$ cat src/rtl/ps2_key_tracker.sv
// PS/2 scan-code set 2 key tracker: decodes break/extended/pause prefixes, tracks modifiers,
// pulses key_valid with the plain make code. Define PS2_TYPEMATIC_EN to emit typematic repeats.
module ps2_key_tracker (
  input  logic       clk,
  input  logic       rst,
  input  logic [7:0] rx_data,
  input  logic       rx_valid,
  output logic [7:0] key_code,
  output logic       key_valid,
  output logic       shift,
  output logic       caps_lock
);

  typedef enum logic [2:0] {IDLE, BREAK, EXT, EXT_BREAK, PAUSE} state_t;

  state_t     state_q;
  logic       lshift_held_q, rshift_held_q, caps_held_q;
  logic [2:0] skip_cnt_q;
  logic [7:0] last_make_q;

  logic resync, emit_ok;
  assign resync = (rx_data == 8'h00) || (rx_data == 8'hFF);

`ifdef PS2_TYPEMATIC_EN
  assign emit_ok = 1'b1;
`else
  // A held key repeats its make code; only the first one of a press emits.
  assign emit_ok = (rx_data != last_make_q);
`endif

  always_ff @(posedge clk or posedge rst) begin
    if (rst) begin
      state_q       <= IDLE;
      lshift_held_q <= 1'b0;
      rshift_held_q <= 1'b0;
      caps_held_q   <= 1'b0;
      skip_cnt_q    <= 3'd0;
      last_make_q   <= 8'h00;
      key_code      <= 8'h00;
      key_valid     <= 1'b0;
      shift         <= 1'b0;
      caps_lock     <= 1'b0;
    end else begin
      key_valid <= 1'b0;
      if (rx_valid) begin
        if (resync) begin
          state_q <= IDLE;
        end else begin
          case (state_q)
            IDLE: begin
              case (rx_data)
                8'hF0: state_q <= BREAK;
                8'hE0: state_q <= EXT;
                8'hE1: begin
                  state_q    <= PAUSE;
                  skip_cnt_q <= 3'd7;
                end
                8'hAA, 8'hFA, 8'hEE, 8'hFE: ;
                8'h12: begin
                  lshift_held_q <= 1'b1;
                  shift         <= 1'b1;
                end
                8'h59: begin
                  rshift_held_q <= 1'b1;
                  shift         <= 1'b1;
                end
                8'h58: begin
                  if (!caps_held_q) caps_lock <= ~caps_lock;
                  caps_held_q <= 1'b1;
                end
                default: begin
                  if (emit_ok) begin
                    key_code    <= rx_data;
                    key_valid   <= 1'b1;
                    last_make_q <= rx_data;
                  end
                end
              endcase
            end
            BREAK: begin
              if (rx_data != 8'hF0 && rx_data != 8'hE0) begin
                state_q <= IDLE;
                case (rx_data)
                  8'h12: begin
                    lshift_held_q <= 1'b0;
                    shift         <= rshift_held_q;
                  end
                  8'h59: begin
                    rshift_held_q <= 1'b0;
                    shift         <= lshift_held_q;
                  end
                  8'h58:   caps_held_q <= 1'b0;
                  default: ;
                endcase
                if (rx_data == last_make_q) last_make_q <= 8'h00;
              end
            end
            EXT:       state_q <= (rx_data == 8'hF0) ? EXT_BREAK : IDLE;
            EXT_BREAK: state_q <= IDLE;
            PAUSE: begin
              skip_cnt_q <= skip_cnt_q - 3'd1;
              if (skip_cnt_q <= 3'd1) state_q <= IDLE;
            end
            default:   state_q <= IDLE;
          endcase
        end
      end
    end
  end

endmodule

$ cat config.mk
export PLATFORM = sky130hd
export DESIGN_NAME = ps2_key_tracker
export DESIGN_NICKNAME = d
export VERILOG_FILES = /design/src/rtl/ps2_key_tracker.sv
export SDC_FILE = /design/constraint.sdc
export NUM_CORES = 1
export LEC_CHECK = 0
export CORE_ASPECT_RATIO = 2
export CORE_MARGIN = 5
export CORE_UTILIZATION = 59
export CTS_CLUSTER_DIAMETER = 150
export DETAILED_ROUTE_END_ITERATION = 16
export GPL_ROUTABILITY_DRIVEN = 0
export GPL_TIMING_DRIVEN = 0
export PLACE_DENSITY = 0.84
export SLEW_MARGIN = 20
export SYNTH_ARGS = -nofsm -noshare
export SYNTH_HDL_FRONTEND = slang
export SYNTH_SLANG_ARGS = --single-unit
$ cat constraint.sdc
create_clock -name clk -period 5 [get_ports clk]
set_clock_uncertainty 0.2 [all_clocks]
set_input_delay 1 -clock clk [delete_from_list [all_inputs] [get_ports clk]]
set_output_delay 1 -clock clk [all_outputs]
set_load 0.02 [all_outputs]
==> out/results.txt, run 1 <==
The post-synthesis share of cell area spent on full adders, half adders and majority gates works out to 0.0149. The startpoint identified for the worst hold timing path is caps_lock. The tree built by TritonCTS fans out to 28 sinks.

Summed over all failing endpoints, the final setup total negative slack is 0 ns. TritonCTS built the clock tree. During synthesis, Yosys emitted a total of 0 warnings. At the worst endpoint, the arrival time is 3.67 ns. The wire length of the first global-routing pass was 6910 um. Share of the synthesized area in the top cell type: 0.417. Along the worst path, the maximum fanout reaches 10. The number of buffers created by CTS was 3. The detail-routed net length per standard cell was 18.6 um; the number of I/O port buffers was 18.

The number of cells in the finished layout apart from fillers was 217. Ranked by total cell area, the synthesized netlist is headed by sky130_fd_sc_hd__dfrtp_1, sky130_fd_sc_hd__mux2_2, sky130_fd_sc_hd__xnor2_1, sky130_fd_sc_hd__a221o_1, sky130_fd_sc_hd__nand2_1. The average cell area after synthesis is 10.1 um2, and the area share of xor/xnor cells in the synthesized design is 0.0469. The total chip power is 0.963 mW, and the routed wire length is 4030 um. The number of hold buffers added after CTS was 0; the clock-pin slew of the registers on the worst-case setup and hold paths was 0.10 ns. Fill cells in the final layout number 201.

Subtracting the final worst setup slack from the clock period gives 3.70 ns. The floorplan step set the die height to 85.5 um. The fraction of the mapped netlist area in simple logic gates is 0.229, and the antenna diode count is 0. The die is 47.7 um wide. Measured in cells, the most critical reg-to-reg path has a length of 8. After the last flow step, the layout net total stands at 202. Count of vias placed by the detailed router: 1372. The launch point of the critical path is rx_data[0].

The worst-case vdd ir drop is 390 uV. The run gives 80 as the number of DRC violations after detailed-routing iteration 0. Synthesized-area fraction occupied by ao, oa, aoi and oai cells: 0.130. The total routing resource utilization after global routing is 0.228. The share of synthesized area spent on multiplexers works out to 0.0990.

The sort of element at the start of the critical path is a primary input. In this run, synthesis inferred 0 flip-flops with an integrated enable. The layout overhead on the synthesized area was 17.1%; the required time of the worst setup path was 4.97 ns. After floorplanning, the core was sized to cover 2740 um2. The logs give 4080 um2 for the overall die area and 4 for the number of detailed-route iterations in the first pass. The number of standard cells after synthesis was 166. Async set-or-reset flop fraction in the synthesized netlist: 1.00. Gates resized during post-CTS repair numbered 0. The run gives 0 as the final count of hold timing violations. For the pin with the worst max-slew slack, the measured transition is 0.705 ns.

In the routed layout, each cell is associated on average with a via count of 6.32. In this run, synthesis produced a sequential element count of 28. Setup violations remaining at the end of the flow were counted as 0. The number of global-route vias before repair is 1469. By area, the combinational part of the netlist is dominated by simple AND/OR/NAND/NOR gates. The commonest cells after synthesis are sky130_fd_sc_hd__dfrtp_1, sky130_fd_sc_hd__nand2_1, sky130_fd_sc_hd__mux2_2. Setup repair after global routing left no endpoint under its margin. Dividing total power by cell area gives a power density of 489 nW/um2. The cell type with the largest total area after synthesis was sky130_fd_sc_hd__dfrtp_1. The path class of the tightest hold or removal check is flop to flop. In this run the deepest clock path goes through 2 buffers. For this run the aggregate overflow at the end of global routing stands at 0. For this run, the leading register cell type out of synthesis is sky130_fd_sc_hd__dfrtp_1. The initialized floorplan defines 27 standard-cell rows.

For the worst max-slew margin expressed relative to the limit, the log shows 0.525. For the number of cells after detailed placement, the log shows 213. The run gives 0.417 as the sequential cell area fraction in the yosys report. The run finished with clean final reports.

The tools report the max-slew violation count as 0. Path type of the worst setup path: primary input to flop. By instance count, the leading cell after synthesis is sky130_fd_sc_hd__dfrtp_1. The post-route clock period utilization was 0.739.

After detailed routing, the number of remaining DRC violations is 0. Counting every net in the synthesized netlist gives 179. Detailed placement ended at an HPWL of 2980 um.

The kind of capture point of the worst setup path was a flop. In this run the remaining antenna-violating nets after routing total 0. In this run the cell area of the synthesized design comes to 1680 um2. The clock root buffer master is sky130_fd_sc_hd__clkbuf_8.

The number of H-tree levels is 1, and the pin count of the biggest net entering global routing is 29. After synthesis, the netlist uses 43 different library cells. The tools report the leakage power summed over all cells as 0.818 nW.

The setup fix buffers added after clock tree synthesis came out at 0. During I/O placement, the number of pins put on the boundary was 22. The final cell utilization of the core was 0.719. Registers take 701 um2.

The proportion of layout cells with a drive suffix above 1 works out to 0.165. The run gives 0 as the number of violations of the max-capacitance limit. For this run, the top clock speed supported by timing is 271 MHz. The hold path depth is 1, and the area used by multi-input combinational logic is 875 um2. The run gives 0 as the initial antenna violation count.

The worst register-to-register path begins at state_q[2]. The initial core utilization is 0.614, and the clock latency reported for the late side of the worst-skew pair is 0.28 ns.
metrics by stage:
step	area [um2]	setup WS, ns	hold slack, ns
floorplan	1680	1.87	0.269
global placement	1900	1.15	0.256
detailed placement	1900	1.05	0.266
CTS	1970	1.32	0.281
global route	1970	1.21	0.308
finish	1970	1.30	0.273
cells in the final DEF, fill, tap and decap left out, types with 2 or more instances in the layout:
| cell | netlist | layout |
|---|---|---|
| sky130_fd_sc_hd__nor2_1 | 9 | 9 |
| sky130_fd_sc_hd__nand4_1 | 4 | 4 |
| sky130_fd_sc_hd__inv_1 | 7 | 6 |
| sky130_fd_sc_hd__nor3b_1 | 6 | 6 |
| sky130_fd_sc_hd__clkbuf_8 | 0 | 3 |
| sky130_fd_sc_hd__dfrtp_1 | 28 | 28 |
| sky130_fd_sc_hd__buf_6 | 2 | 2 |
| sky130_fd_sc_hd__mux2i_1 | 2 | 2 |
| sky130_fd_sc_hd__mux2_2 | 13 | 13 |
| sky130_fd_sc_hd__nand2_1 | 14 | 14 |
| sky130_fd_sc_hd__a221o_1 | 6 | 6 |
| sky130_fd_sc_hd__nand2b_1 | 3 | 3 |
| sky130_fd_sc_hd__clkbuf_1 | 3 | 3 |
| sky130_fd_sc_hd__ha_1 | 2 | 2 |
| sky130_fd_sc_hd__buf_2 | 6 | 6 |
| sky130_fd_sc_hd__xnor2_1 | 8 | 8 |
| sky130_fd_sc_hd__a31oi_1 | 2 | 2 |
| sky130_fd_sc_hd__nand3_1 | 5 | 5 |
| sky130_fd_sc_hd__o31ai_1 | 2 | 2 |
| sky130_fd_sc_hd__clkdlybuf4s50_1 | 0 | 18 |
| sky130_fd_sc_hd__a2bb2oi_1 | 2 | 2 |
| sky130_fd_sc_hd__and3_1 | 2 | 2 |
| sky130_fd_sc_hd__o21ai_0 | 9 | 9 |
| sky130_fd_sc_hd__nand4b_1 | 2 | 2 |
| sky130_fd_sc_hd__nor4_1 | 6 | 6 |
| sky130_fd_sc_hd__a21o_1 | 2 | 2 |
| sky130_fd_sc_hd__nor3_1 | 3 | 3 |
report_power, final:
group / switching [mW] / internal (mW)
registers: 0.0650 / 0.308
clock network: 0.0742 / 0.107
logic: 0.197 / 0.210
total: 0.337 / 0.626
state kept, by name, indices dropped and copies added, names as in the netlist:
name           count
caps_lock          1
skip_cnt_q         3
key_valid          1
state_q            3
shift              1
last_make_q        8
lshift_held_q      1
caps_held_q        1
rshift_held_q      1
key_code           8
path summary, 6_finish.rpt:
check,to,slack (ns)
max,key_code[0],1.30
min,caps_lock,0.27
max reg2reg,key_code[0],2.59
min reg2reg,caps_lock,0.27
max in group asynchronous,shift,3.32
min in group asynchronous,caps_lock,0.90
cell type report:
class	count	area share
multi-input combinational	119	0.444
sequential	28	0.356
timing repair buffer	18	0.0915
buffer	12	0.0401
clock buffer	3	0.0210
tap	29	0.0184
clock inverter	1	0.0153
inverter	7	0.0134
logic make-up (layout without fill, tap and decap cells):
family	Yosys count	after routing
flip-flops	28	28
AO/OA/AOI/OAI	30	30
buffers and inverters	19	41
adder cells (fa/ha/maj)	2	2
multiplexers	15	15
XOR/XNOR	9	9
AND/OR/NAND/NOR	63	63
worst max-delay path, cell delays in order:
cell	delay (ns)
sky130_fd_sc_hd__clkdlybuf4s50_1	0.49
sky130_fd_sc_hd__clkbuf_1	0.43
sky130_fd_sc_hd__nor2_1	0.12
sky130_fd_sc_hd__o31a_1	0.28
sky130_fd_sc_hd__nor4_4	0.45
sky130_fd_sc_hd__and3_1	0.25
sky130_fd_sc_hd__buf_6	0.15
sky130_fd_sc_hd__buf_8	0.14
sky130_fd_sc_hd__mux2_2	0.34
routing by layer:
layer	wire, um	share of wire	GRT usage
met2	2280	0.57	0.393
met3	141	0.035	0.0276
met1	1510	0.38	0.268
met5	0	0	0
met4	93	0.023	0.0858
No activity file was read; power rests on OpenSTA's default activity.
==> run 2, diff against run 1 <==
--- a/config.mk
+++ b/config.mk
@@ -7,12 +7,12 @@
 export LEC_CHECK = 0
 export CORE_ASPECT_RATIO = 2
 export CORE_MARGIN = 5
-export CORE_UTILIZATION = 59
+export CORE_UTILIZATION = 54
 export CTS_CLUSTER_DIAMETER = 150
 export DETAILED_ROUTE_END_ITERATION = 16
 export GPL_ROUTABILITY_DRIVEN = 0
 export GPL_TIMING_DRIVEN = 0
-export PLACE_DENSITY = 0.84
+export PLACE_DENSITY = 0.77
 export SLEW_MARGIN = 20
 export SYNTH_ARGS = -nofsm -noshare
 export SYNTH_HDL_FRONTEND = slang
==> constraint.sdc (replaced) <==
create_clock -name clk -period 3.4 [get_ports clk]
set_clock_uncertainty 0.2 [all_clocks]
set_input_delay 0.68 -clock clk [delete_from_list [all_inputs] [get_ports clk]]
set_output_delay 0.68 -clock clk [all_outputs]
set_load 0.02 [all_outputs]
==> run 2 against run 1 <==
Against the previous run: die area grew 7.7%; design area grew 0.13%; register-to-register slack lost 1.7 ns; sequential power grew 47%; setup slack lost 1.1 ns; core utilization shrank 5.7 points; first-iteration DRC count shrank 43%; clock-buffer cell count is the same; cell count grew 0.46%; worst hold slack lost 0.0032 ns; critical path type unchanged.
==> out/results.txt, run 2 (same netlist as run 1, synthesis figures left out) <==
Number of buffer and inverter instances along the worst setup path: 4 (unchanged). The worst reg2reg path startpoint was skip_cnt_q[0]. The total chip power is 1.40 mW (+46%). The vertical die dimension was 88.9 um (+4.0%). The clock latency reported for the late side of the worst-skew pair was 0.28 ns (about the same). The largest buffer count on any clock path is 2 (unchanged), and the layout overhead on the synthesized area is 17.3%. The run gives 28 (+3.7%) as the number of standard-cell rows in the floorplan.

The count of vias placed by the detailed router is 1361 (-0.80%). The run finished with clean final reports. The tools report the post-place instance area as 1900 um2 (about the same).

The startpoint identified for the worst hold timing path is caps_lock. The number of cells after detailed placement was 214 (+0.47%); the antenna diode count was 0 (unchanged). The number of gates resized after cts came out at 0 (unchanged). The largest registers in the layout are key_code: 8 flops, last_make_q: 8 flops. The logs give 218 (+0.46%) for the number of cells in the finished layout apart from fillers and 0.821 nW (+0.36%) for the leakage power summed over all cells. The logs give 0 (unchanged) for the setup fix buffers added after clock tree synthesis and 4400 um2 (+7.7%) for the overall die area. The worst max-slew margin expressed relative to the limit was 0.535 (+0.0101). The slowest stage of the critical path belongs to the cell sky130_fd_sc_hd__clkdlybuf4s50_1. The total routing resource utilization after global routing was 0.201 (-0.0269); the number of detailed-route iterations in the first pass was 4 (unchanged). The initial core utilization came out at 0.564 (-0.0498). The proportion of layout cells with a drive suffix above 1 came out at 0.170 (+0.00532). The routed via count divided by cell count was 6.24 (-1.3%); the total congestion overflow was 0 (unchanged).

The run gives 0 (unchanged) as the remaining routing DRC violations. The area inside the core boundary is 2980 um2 (+8.8%). Final setup violation count: 0 (unchanged). The initial antenna violation count is 0 (unchanged). Number of DRC violations after detailed-routing iteration 0: 46 (-43%). The number of global-route vias before repair was 1519 (+3.4%). The wire length of the first global-routing pass was 7020 um (+1.5%); the number of I/O port buffers was 18 (unchanged).

The time the final worst path needs with I/O delays and setup is 3.19 ns, and the number of H-tree levels is 1 (unchanged). The run gives 3080 um (+3.3%) as the final HPWL from detailed placement. The die extent in x is 49.4 um (+3.6%).

The clock-pin slew of the registers on the worst-case setup and hold paths is 0.10 ns (about the same), and the layout net count is 202 (unchanged). The number of hold buffers added after CTS came out at 0 (unchanged). The worst hold slack was 0.270 ns (-0.00317 ns); the final count of hold timing violations was 0 (unchanged).

For the sequential cell area, the log shows 701 um2 (unchanged). The max-slew violation count was 0 (unchanged); the worst stage delay on the critical path was 0.50 ns (about the same). The largest delay contributor family on the critical path was buffers and inverters.

Pin count of the biggest net entering global routing: 29 (unchanged). Area used by multi-input combinational logic: 875 um2 (unchanged). Walking the worst path, the cells encountered are clkdlybuf4s50_1 -> buf_2 -> nor4_1 -> o31a_1 -> nor4_4 -> and3_1 -> buf_6 -> buf_8 -> mux2_2. The number of nets still failing antenna checks after routing was 0 (unchanged).

Setup repair after global routing left no endpoint under its margin. For the sum of negative setup slack, the log shows 0 ns (unchanged). The run gives 1970 um2 (+0.13%) as the design area. The post-route clock period utilization came out at 0.938. The logs give 0 (unchanged) for the number of violations of the max-capacitance limit and 4060 um (+0.89%) for the routed wire length.

The peak fanout along the critical path came out at 10 (unchanged). The worst hold path belongs to the class flop to flop. Leaving out fill and tap cells, the most frequent cells in the layout are sky130_fd_sc_hd__dfrtp_1, sky130_fd_sc_hd__clkdlybuf4s50_1, sky130_fd_sc_hd__nand2_1. The launch point of the critical path is rx_data[1].

The tools report the achievable frequency as 314 MHz. Most common cell after layout, fill and taps aside: sky130_fd_sc_hd__dfrtp_1. The detail-routed net length per standard cell works out to 18.6 um (+0.43%). The root buffer cell chosen for the clock tree is sky130_fd_sc_hd__clkbuf_8. The logs give 3 (unchanged) for the number of buffers created by CTS and 3.37 ns (-1.60 ns) for the required time of the worst setup path. Boundary pin count: 22 (unchanged).

Sort of element at the start of the critical path: a primary input. For the worst-case vdd ir drop, the log shows 449 uV (+15%). The critical path data arrival time is 3.16 ns (-0.51 ns), and the TritonCTS sink count is 28 (unchanged). The total power divided by cell area works out to 712 nW/um2 (+46%). STA classifies the critical path endpoint as a flop. The final-layout fill cell count came out at 244 (+21%).

TritonCTS built the clock tree. The setup path with the least slack is of type primary input to flop. Transition at the pin with the smallest max-transition slack: 0.691 ns (-0.0136 ns).
==> run 2: cell types whose count changed in the layout (fill, tap and decap cells not counted) <==
| cell | delta |
|---|---|
| sky130_fd_sc_hd__clkbuf_2 | +1 |
| sky130_fd_sc_hd__clkbuf_1 | -1 |
==> run 2: final cells by class <==
cell class | count | area share
multi-input cells | 119 | 0.444
flip-flops and latches | 28 | 0.356
repair buffers | 18 | 0.0914
plain buffers | 12 | 0.0406
clock buffers | 3 | 0.0210
well taps | 30 | 0.0190
clock inverters | 1 | 0.0152
inverters | 7 | 0.0133
==> run 2: path summary, 6_finish.rpt <==
check	to	slack [ns]	cells after the start
setup / recovery	key_code[0]	0.21	9
hold / removal	caps_lock	0.27	1
setup reg to reg	state_q[0]	0.94	7
hold reg to reg	caps_lock	0.27	1
max in group asynchronous	key_code[6]	2.05	2
min in group asynchronous	caps_held_q	0.57	2
==> run 2: per-stage QoR <==
| stage | utilization | setup slack [ns] |
|---|---|---|
| after floorplan | - | 0.590 |
| after global placement | 0.637 | -0.151 |
| after detailed placement | 0.637 | -0.184 |
| after CTS | 0.661 | 0.101 |
| after global routing | 0.662 | 0.101 |
| final | 0.662 | 0.212 |
==> run 2: power by group <==
part,switching [mW],internal [mW]
Combinational,0.281,0.309
Clock,0.106,0.158
Sequential,0.0960,0.454
Total,0.483,0.920
==> run 2: metal layers <==
metal	GRT usage	part of all wire	up-vias	wire (um)
met5	0	0	-	0
met4	0.0859	0.026	0	106
met3	0.0367	0.032	10	130
met2	0.381	0.56	27	2280
met1	0.212	0.38	674	1550
li1	-	-	650	-
==> run 2: worst reg2reg max path, cell delays in order (launching register included) <==
cell	delay (ns)
sky130_fd_sc_hd__dfrtp_1	0.43
sky130_fd_sc_hd__ha_1	0.21
sky130_fd_sc_hd__o21bai_1	0.16
sky130_fd_sc_hd__a311oi_1	0.30
sky130_fd_sc_hd__a2bb2oi_1	0.11
sky130_fd_sc_hd__o31ai_1	0.58
sky130_fd_sc_hd__a2111oi_0	0.18
sky130_fd_sc_hd__a21o_1	0.20
==> run 3, diff against run 2 <==
==> constraint.sdc (replaced) <==
create_clock -name clk -period 3.2 [get_ports clk]
set_clock_uncertainty 0.2 [all_clocks]
set_input_delay 0.64 -clock clk [delete_from_list [all_inputs] [get_ports clk]]
set_output_delay 0.64 -clock clk [all_outputs]
set_load 0.02 [all_outputs]
==> run 3 against run 2 <==
Against the previous run: critical path depth is the same; flip-flop and latch count unchanged; routed wire length is 2.2% higher; worst hold slack is essentially flat; register-to-register slack lost 0.20 ns; die area unchanged; critical endpoint unchanged; largest power group unchanged.
==> out/results.txt, run 3 (same netlist as run 1, synthesis figures left out) <==
The antenna diode count is 0 (unchanged), and the worst max-slew margin expressed relative to the limit is 0.595 (+0.0598). The setup slack of the worst register-to-register path was 0.74 ns (-0.20 ns); the hold path depth was 1 (unchanged). The tightest min-delay check is of the flop to flop type. Number of H-tree levels: 1 (unchanged). For this design, the slowest cell found on the critical path is sky130_fd_sc_hd__clkdlybuf4s50_1. Clock tree synthesis selected as its root buffer the cell sky130_fd_sc_hd__clkbuf_8. The design area was 2000 um2 (+1.3%); the number of cells in the finished layout apart from fillers was 220 (+0.92%).

The max-slew violation count was 0 (unchanged). The run gives 1388 (+2.0%) as the count of vias placed by the detailed router. The logs give 0 (unchanged) for the total congestion overflow and 7020 um (unchanged) for the wire length of the first global-routing pass. The number of detailed-route iterations in the first pass came out at 4 (unchanged).

Leaving out fill and tap cells, the most frequent cells in the layout are sky130_fd_sc_hd__dfrtp_1, sky130_fd_sc_hd__clkdlybuf4s50_1, sky130_fd_sc_hd__nand2_1. The worst hold slack came out at 0.270 ns (+0.0000660 ns). The number of DRC violations after detailed-routing iteration 0 was 50 (+8.7%); the post-place instance area was 1900 um2 (unchanged). The required time of the worst setup path was 3.17 ns (-0.20 ns).

The peak fanout along the critical path is 10 (unchanged), and the overall die area is 4400 um2 (unchanged). The number of cells after detailed placement is 214 (unchanged). The area used by multi-input combinational logic was 885 um2 (+1.1%); the number of nets still failing antenna checks after routing was 0 (unchanged). For the initial core utilization, the log shows 0.564 (unchanged). Compared with the post-synthesis result, the final layout area differs by 18.8%. For the largest buffer count on any clock path, the log shows 2 (unchanged). The vertical die dimension is 88.9 um (unchanged), and the routed via count divided by cell count is 6.31 (+1.1%). For the clock latency reported for the late side of the worst-skew pair, the log shows 0.28 ns (about the same). The worst stage delay on the critical path came out at 0.50 ns (about the same). The logs give 0.670 (+0.00840) for the final cell utilization of the core and 0 (unchanged) for the initial antenna violation count.

Setup repair after global routing left no endpoint under its margin. The logs give 3 (unchanged) for the number of buffers created by CTS and 701 um2 (unchanged) for the sequential cell area. The logs give 0.201 (unchanged) for the total routing resource utilization after global routing and 3080 um (unchanged) for the final HPWL from detailed placement. The number of standard-cell rows in the floorplan was 28 (unchanged); the time the final worst path needs with I/O delays and setup was 3.12 ns. The largest delay contributor family on the critical path is buffers and inverters. The final critical-path setup slack was 0.0803 ns (-0.131 ns); the total power divided by cell area was 752 nW/um2 (+5.5%).

The run gives 204 (+0.99%) as the layout net count. In this run the critical register-to-register path is launched from state_q[2]. The endpoint identified for the worst register-to-register timing path is key_code[0].

In the final layout, the registers with the most flip-flops are key_code: 8 flops, last_make_q: 8 flops. The remaining routing DRC violations is 0 (unchanged). The number of buffer and inverter instances along the worst setup path works out to 4 (unchanged). The run gives 478 uV (+6.5%) as the worst-case vdd ir drop.

The routed wire length was 4150 um (+2.2%); the die extent in x was 49.4 um (unchanged). The run gives -0.344 ns (-0.160 ns) as the worst slack after detailed placement. TritonCTS built the clock tree.

STA classifies the critical path endpoint as a flop. The run gives 238 (-2.5%) as the final-layout fill cell count. The run finished with clean final reports. For the number of violations of the max-capacitance limit, the log shows 0 (unchanged). The number of global-route vias before repair is 1519 (unchanged). The transition at the pin with the smallest max-transition slack is 0.602 ns (-0.0894 ns). The number of I/O port buffers was 18 (unchanged). The signal on the critical path passes through clkdlybuf4s50_1 -> buf_2 -> nor4_1 -> o31a_1 -> nor4_4 -> and3_1 -> buf_6 -> buf_8 -> mux2_2. The final setup violation count was 0 (unchanged); the proportion of layout cells with a drive suffix above 1 was 0.189 (+0.0193).

The path depth of the worst reg2reg path was 8 (+1); the clock-pin slew of the registers on the worst-case setup and hold paths was 0.10 ns (about the same). The detail-routed net length per standard cell works out to 18.9 um (+1.2%). Pin count of the biggest net entering global routing: 29 (unchanged). TritonCTS sink count: 28 (unchanged). The critical path data arrival time is 3.09 ns (-0.07 ns).

The most common cell after layout, fill and taps aside was sky130_fd_sc_hd__dfrtp_1. The tools report the boundary pin count as 22 (unchanged). The number of cells on the critical path is 9 (unchanged).

The number of hold buffers added after CTS is 0 (unchanged), and the area inside the core boundary is 2980 um2 (unchanged). The critical path starts at rx_data[1]. The sort of element at the start of the critical path is a primary input. The leakage power summed over all cells was 0.830 nW (+0.98%); the achievable frequency was 321 MHz. Final count of hold timing violations: 0 (unchanged).

The worst setup path is of the primary input to flop kind. In this run the worst setup path terminates at key_code[0]. Post-route clock period utilization: 0.975.
[run 3: repair_timing]
item	in CTS	in global routing
pin swaps	0	1
resized for setup	1	3
endpoints found under the setup margin	3	9
buffers inserted	0	2
[run 3: cell type report]
type                            count  share of cell area
Inverter                            7              0.0132
Sequential cell                    28               0.351
Clock inverter                      1              0.0150
Timing Repair Buffer               20              0.0978
Clock buffer                        3              0.0207
Buffer                             12              0.0401
Tap cell                           30              0.0188
Multi-Input combinational cell    119               0.443
[run 3: worst min-delay path by stage]
stage	to	slack (ns)	start
global placement	caps_lock	0.26	caps_lock
floorplan	lshift_held_q	0.27	lshift_held_q
detailed placement	caps_lock	0.26	caps_lock
finish	caps_lock	0.27	caps_lock
CTS	caps_lock	0.27	caps_lock
global route	caps_lock	0.31	caps_lock
[run 3: report_power, final]
group	switching (mW)	internal [mW]	total (mW)	leakage, nW
combinational	0.304	0.331	0.635	0.441
clock	0.114	0.168	0.282	0.0357
sequential	0.101	0.482	0.583	0.352
total	0.519	0.981	1.50	0.830
[run 3: layer usage]
metal / vias to the layer above / routed length, um / GRT usage
met5: - / 0 / 0
met4: 0 / 108 / 0.0859
met3: 10 / 151 / 0.0367
met2: 40 / 2370 / 0.381
met1: 681 / 1520 / 0.212
li1: 657 / - / -
[run 3: through the flow]
step / setup TNS, ns / total power [mW]
3_3_place_gp: -3.23 / 1.19
5_1_grt: 0 / 1.60
4_1_cts: 0 / 1.50
3_5_place_dp: -3.98 / 1.22
6_report: 0 / 1.50
2_1_floorplan: 0 / 0.988
